===== config.mk =====
export PLATFORM = sky130hd
export DESIGN_NAME = sync_fifo_param
export DESIGN_NICKNAME = d
export VERILOG_FILES = /design/src/rtl/sync_fifo_param.sv
export SDC_FILE = /design/constraint.sdc
export NUM_CORES = 1
export LEC_CHECK = 0
export ABC_AREA = 1
export CORE_MARGIN = 8
export CORE_UTILIZATION = 50
export DETAILED_ROUTE_END_ITERATION = 7
export DONT_BUFFER_PORTS = 1
export SYNTH_ARGS = -nofsm -noshare
export SYNTH_HDL_FRONTEND = slang
export SYNTH_SLANG_ARGS = --single-unit

===== constraint.sdc =====
create_clock -name clk -period 6.5 [get_ports clk]
set_input_delay 0.975 -clock clk [delete_from_list [all_inputs] [get_ports clk]]
set_output_delay 0.975 -clock clk [all_outputs]
set_load 0.02 [all_outputs]

===== src/rtl/sync_fifo_param.sv =====
// Single-clock FIFO with registered read data, occupancy count, programmable
// almost-full/almost-empty thresholds and one-cycle overflow/underflow pulses.
module sync_fifo_param #(
    parameter int WIDTH    = 10,
    parameter int DEPTH    = 16,
    parameter int AF_LEVEL = DEPTH - 2,
    parameter int AE_LEVEL = 2,
    localparam int CW      = $clog2(DEPTH + 1)
) (
    input  logic             clk,
    input  logic             rst,
    input  logic [WIDTH-1:0] in,
    input  logic             wr_en,
    input  logic             rd_en,
    output logic [WIDTH-1:0] out,
    output logic             full,
    output logic             empty,
    output logic             almost_full,
    output logic             almost_empty,
    output logic [CW-1:0]    count,
    output logic             overflow,
    output logic             underflow
);

    localparam int AW = $clog2(DEPTH);
    localparam logic [CW-1:0] DEPTH_C = CW'(DEPTH);
    localparam logic [CW-1:0] AF_C    = CW'(AF_LEVEL);
    localparam logic [CW-1:0] AE_C    = CW'(AE_LEVEL);

    // Bad geometry or thresholds that the count can never satisfy stop elaboration.
    if (WIDTH < 1 || DEPTH < 4 || (DEPTH & (DEPTH - 1)) != 0 ||
        AF_LEVEL < 0 || AF_LEVEL > DEPTH || AE_LEVEL < 0 || AE_LEVEL >= DEPTH) begin : g_cfg_err
        $error("sync_fifo_param: illegal configuration WIDTH=%0d DEPTH=%0d AF_LEVEL=%0d AE_LEVEL=%0d",
               WIDTH, DEPTH, AF_LEVEL, AE_LEVEL);
    end

    logic [WIDTH-1:0] mem [DEPTH];
    logic [AW-1:0]    wp;
    logic [AW-1:0]    rp;
    logic [CW-1:0]    cnt;
    logic             wa;
    logic             ra;

    assign full         = (cnt == DEPTH_C);
    assign empty        = (cnt == '0);
    assign almost_full  = (cnt >= AF_C);
    assign almost_empty = (cnt <= AE_C);
    assign count        = cnt;

    // A read on a full FIFO frees a slot in the same edge; an empty FIFO never bypasses.
    assign wa = wr_en & (~full | rd_en);
    assign ra = rd_en & ~empty;

    // Storage is left unreset; its contents are meaningless after rst anyway.
    always_ff @(posedge clk) begin
        if (wa) begin
            mem[wp] <= in;
        end
    end

    always_ff @(posedge clk or posedge rst) begin
        if (rst) begin
            wp        <= '0;
            rp        <= '0;
            cnt       <= '0;
            out       <= '0;
            overflow  <= 1'b0;
            underflow <= 1'b0;
        end else begin
            overflow  <= wr_en & ~wa;
            underflow <= rd_en & ~ra;
            if (wa) begin
                wp <= wp + 1'b1;
            end
            if (ra) begin
                out <= mem[rp];
                rp  <= rp + 1'b1;
            end
            if (wa & ~ra) begin
                cnt <= cnt + 1'b1;
            end else if (ra & ~wa) begin
                cnt <= cnt - 1'b1;
            end
        end
    end

endmodule


# Yosys cells after proc, flatten, opt, wreduce, memory -nomap -nowiden
# Memories as Yosys holds them, arrays and structs flattened. A register that Yosys moved wholly into a read port is not among the register bits.
# Index checks and enable logic that the tools add are counted.
[classes]
eq_ne = 1
muxes = 4
n_mul = 0
magnitude_cmp = 2
shifts = 0
n_div = 0
reduce_logical = 2
addsub = 4
bitwise = 11
[ops]
columns = ["op", "n"]
rows = [
  ["5-bit two-way mux", 2],
  ["4-bit by 1-bit adder with 4-bit output (second input constant)", 2],
  ["1-bit bitwise AND", 6],
  ["5-bit by 1-bit adder with 5-bit output (second input constant)", 1],
  ["5-bit equality test (second input constant)", 1],
  ["5-bit by 4-bit >= comparator with 1-bit output (second input constant)", 1],
  ["5-bit by 2-bit less-or-equal comparator with 1-bit output (second input constant)", 1],
  ["5-bit logical NOT", 1],
  ["5-bit by 1-bit subtractor with 5-bit output (second input constant)", 1],
  ["1-bit NOT", 4],
  ["1-bit two-way mux", 2],
  ["2-bit nonzero test", 1],
  ["1-bit bitwise OR", 1],
]
[word_totals]
ramBits = 160
latchBits = 0
romBits = 0
memories = 1
regBits = 15
[memory_table]
columns = ["name", "depth", "width", "rd", "rd_clocked_by_memory_dff", "write_ports", "line_no", "rtl"]
rows = [
  ["mem", 16, 10, 1, 1, 1, "37", "logic [WIDTH-1:0] mem [DEPTH];"],
]

# Depth between registers and ports, before layout
[logic_depth]
word_depth = 8
mapped_depth = 15
ltp_nobuf = 15

# Worst setup path before layout
# Ideal clock, no wire load.
[synth_path]
kind = "input -> register"
startpoint = "input port rd_en"
endpoint = "register cnt[4], in the netlist count[4]"
path_stages = 13
t_arrival_ns = 2.438
setup_slack_ns = 3.979
setup_time_ns = 0.083
cell_sequence = "inv_1 nand2_1 nand2_2 inv_4 ha_1 inv_1 fa_1 nand2_1 nand2_1 a21oi_1 xor2_1 nand2_1 o21ai_0"
[synth_between]
elab_chain_len = 5
[synth_rtl]
columns = ["element", "line_no", "rtl"]
rows = [
  ["start, declared", "14", "input logic rd_en,"],
  ["1-bit bitwise OR *", "51", "assign wa = wr_en & (~full | rd_en);"],
  ["1-bit bitwise AND *", "51", ""],
  ["net wa", "41", "logic wa;"],
  ["1-bit NOT", "81", "end else if (ra & ~wa) begin"],
  ["1-bit bitwise AND", "81", ""],
  ["2-bit nonzero test (no source line)", "n/a", ""],
  ["end signal, assigned", "80", "cnt <= cnt + 1'b1;"],
  ["end signal, assigned", "82", "cnt <= cnt - 1'b1;"],
  ["end, declared", "40", "logic [CW-1:0] cnt;"],
]
# Mark *: on every way through the listed nets, which the timed path passes. The rest lies on a longest branch.
# A chain may end at the register's enable or synchronous reset.

==> impl.org <==
** Synthesis
- By area, the combinational part of the netlist is dominated by simple AND/OR/NAND/NOR gates.
- During synthesis, Yosys emitted a total of 0 warnings.
- Distinct cell type count of the synthesized netlist :: 30
- In this run the biggest area consumer among cell types represents 58.5% of the synthesized area.
- Sequential elements use between 60% and 70% of the synthesized area.
- After Yosys synthesis, and, or, nand and nor cells account for 21.6% of the synthesized area.
- Area share of xor/xnor cells in the synthesized design :: 0.746%
- Cell type with the highest aggregate area in the netlist :: edfxtp_1
- Cell types with the largest area share after synthesis :: edfxtp_1 (58%), nand2_1 (12%), dfrtp_1 (7.6%)
- Mux contribution to synthesized area :: 0%
- Post-synthesis net count :: 830
- Synthesis inferred 185 register bits.
- Netlist area before placement :: 8220 um2
- Area fraction in compound gates after synthesis :: 0.594%
- Summing the areas of all fa, ha and maj instances in the mapped netlist gives between 1.5 and 2% of the synthesized area.
- Mean area per synthesized cell :: 10.2 um2
- Cell count after synthesis :: 806

** Cells and area
- Total number of nets in the final design :: 818
- Diode insertion count for antenna repair :: 0
- Register area :: 5430 um2
- The post-route netlist has 5.10% of its cells at a drive strength greater than 1.
- The library cells used most frequently in the layout, excluding fill and tap cells, are nand2_1 (265), edfxtp_1 (160), inv_1 (137).
- Summing all multi-input logic gate instances after layout gives slightly above 2000 um2.
- Signed area change from the synthesized netlist to the final layout :: 7.28%
- Count of non-filler cells in the finished layout :: 1024
- Fill cells in the final layout number 1443.
- The library cell used most frequently in the layout, excluding fill and tap cells, is nand2_1.

** Worst setup path
- The critical path in this run is classified as reg -> reg.
- Ordered cell list for the critical path :: buf_4, inv_6, nand2_1, nand2_1, nand2_1, nand3_1, nand3_1, nand2_1, nand2_1, nand2_1
- Required time at the worst-slack endpoint :: 6.82 ns
- Largest stage delay on the critical path :: 0.66 ns
- Critical Path Slowest Stage Cell :: dfrtp_2
- The worst setup path is captured at a flop.
- Data arrives at the worst endpoint at 3.06 ns.
- Largest fanout on the critical path :: between 80 and 90
- The most numerous cell type found on the critical path is nand2_1.
- STA classifies the critical path startpoint as a flop.

** STA
- Worst Max-Slew Pin Slew :: between 0.9 and 1 ns
- Final slew viol count :: 0
- In this run the tightest slew margin relative to its limit is 34.8%.
- Final period utilization :: a little over two fifths
- Setup violations remaining at the end of the flow were counted as 0.
- Minimum clock period :: 2.73 ns
- Unrepaired setup endpoints after global routing :: false
- Derived from the worst setup path, the maximum achievable clock frequency is ~370 MHz.
- The final hold violation count was 0.
- Sum of negative setup slack :: 0 ns
- Across the routed clock network, the largest skew measured is 0.00833 ns.

** Power
- Total design power :: roughly 3.9 mW
- Dividing total power by cell area gives a power density of between 400 and 500 nW/um2.
- The internal power of the cells totals 2.36 mW.
- Combinational share of power :: 31.5%
- In this run the power spent charging and discharging nets is 1.49 mW.
- Switching Fraction :: 38.7%
- Worst voltage drop across the vdd grid :: around 210 uV
- Sequential share of power :: 43.3%
- For this design the static power due to leakage is 3.86 nW.
- Relative contribution of the clock network to total power :: around a quarter

** Drt
- Vias :: 5296
- Post-detailed-routing wire length :: 19200 um
- Final routed DRC violation total :: 0
- Dividing the detail-routed via count by the number of cells gives a little over 5.
- The detail route stage leaves a number of antenna-violating nets equal to 0.
- Average wire per cell in the routed design :: 18.8 um
- Number of DRC markers after the initial detailed-route iteration :: 533
- Before antenna repair, the detailed router went through 5 iterations.

** Clock network
- The number of hold buffers added after CTS was 0.
- After clock tree synthesis, the repair step resized 0 gates.
- The later pin in the worst-skew pair is clocked with a latency of 0.43 ns.
- Total clock buffers created by CTS :: 17
- Clock tree synthesis found a total of 185 sinks.
- Clock-pin slew was measured on the worst setup and hold paths at approximately 0.07 ns.
- TritonCTS built the clock tree.
- Post-CTS Setup Bufs :: 0
- The longest clock path from root to sink contains 2 buffers.
- CTS H-Tree Depth :: 4
- Clock Root Buffer :: clkbuf_16

** GRT
- The first global-routing pass estimated about 29000 um of wire.
- For this run the aggregate overflow at the end of global routing stands at 0.
- Largest net degree at the start of global routing :: 82
- Number of global-route vias before repair :: 4943
- Antenna violations before repair :: 0
- Global routing consumed, over all layers together, 19.5% of the routing resources.

** Placed design
- Detailed placement finished with a half-perimeter wire length of approximately 12000 um.
- Input and output buffers added on the ports amount to 0.
- At the end of routability-driven placement, the weighted congestion stood at 0.839.
- Placed Cells incl. Taps :: 995

** Die
- From left edge to right edge, the die measures 144 um.
- Measured along the y axis, the die boundary spans 144 um.
- Row generation in the floorplan step produced 47 rows.
- After floorplanning, the core was sized to cover 16300 um2.
- The initial utilization of the core area, before any placement, comes to a little over 50%.
- In this run the count of I/O pins placed on the die edge is 35.
- DIE AREA :: 20800 um2

** Min path
- The path class of the tightest hold or removal check is reg -> reg.

** Run status
- Outcome :: finished, final reports clean

** Job
- Max-cap check violation count :: 0
==> state kept, by name (all words and copies together), names as in the netlist <==
register	flops
out	10
rp	4
count	5
overflow	1
mem	160
underflow	1
wp	4
==> logic make-up (layout without fill, tap and decap cells) <==
family	after synthesis	count (layout)
DFF	185	185
xor gates and xnor gates	7	7
and+or+nand+nor	421	421
AOI/OAI and AO/OA	9	9
buffers and inverters	174	172
adders and majority gates	10	10
==> power groups by stage <==
stage | clock [mW] | combinational (mW) | sequential [mW]
after global placement | 0 | 1.20 | 1.69
after CTS | 0.982 | 1.22 | 1.67
after floorplan | 0 | 0.985 | 1.62
after global routing | 1.02 | 1.35 | 1.69
final | 0.973 | 1.21 | 1.67
after detailed placement | 0 | 1.21 | 1.69
==> stage by stage <==
stage	hold slack [ns]	cell area, um2	util, %	setup slack, ns
after floorplan	0.483	8220	-	3.98
after global placement	0.508	8280	50.6	3.83
after detailed placement	0.516	8280	50.6	3.81
after CTS	0.533	8820	53.9	3.83
final	0.535	8820	53.9	3.77
after global routing	0.557	8820	53.9	3.53
==> cell usage after synthesis <==
master and count:
nand2_1 265, edfxtp_1 160, inv_1 137, nand3_1 125, dfrtp_1 25, nor2_1 20
buf_2 14, buf_6 10, ha_1 9, xor2_1 6, nand2_2 5, buf_4 4
o21ai_0 4, a21oi_1 3, clkbuf_1 3, buf_1 2, clkinv_1 1, fa_1 1
inv_2 1, inv_4 1, inv_6 1, nand2_4 1, nand3_2 1, nand4_1 1
nor2_2 1, nor2_4 1, nor3_1 1, o21ai_1 1, o22a_1 1, xnor2_1 1
==> metal layers <==
| metal | routed length, um | global-route usage, % |
|---|---|---|
| met1 | 8280 | 25.2 |
| met5 | 0 | 0 |
| met2 | 9640 | 32.3 |
| met4 | 288 | 6.13 |
| met3 | 1010 | 4.26 |
==> final timing paths <==
kind | from | endpoint | slack [ns] | cells after the start
setup / recovery | rp[0]$_DFFE_PP0P_ | out[1]$_DFFE_PP0P_ | 3.77 | 10
hold / removal | wp[2]$_DFFE_PP0P_ | wp[2]$_DFFE_PP0P_ | 0.54 | 2
setup reg to reg | rp[0]$_DFFE_PP0P_ | out[1]$_DFFE_PP0P_ | 3.77 | 10
hold reg to reg | wp[2]$_DFFE_PP0P_ | wp[2]$_DFFE_PP0P_ | 0.54 | 2
max in group asynchronous | rst | rp[0]$_DFFE_PP0P_ | 5.23 | 1
min in group asynchronous | rst | out[1]$_DFFE_PP0P_ | 0.64 | 1
==> critical path: cells and delay by family (launching register included) <==
kind,cells,cell delay (ns)
buffers and inverters,2,1.02
DFF,1,0.66
and+or+nand+nor,8,0.86
==> cell type report <==
| cell class | count | share of cell area (%) |
|---|---|---|
| well taps | 220 | 3.12 |
| flip-flops and latches | 185 | 61.6 |
| repair buffers | 2 | 0.170 |
| inverters | 141 | 6.09 |
| clock buffers | 18 | 4.87 |
| multi-input cells | 447 | 22.9 |
| clock inverters | 11 | 1.23 |
(Power assumes the default switching activity.)
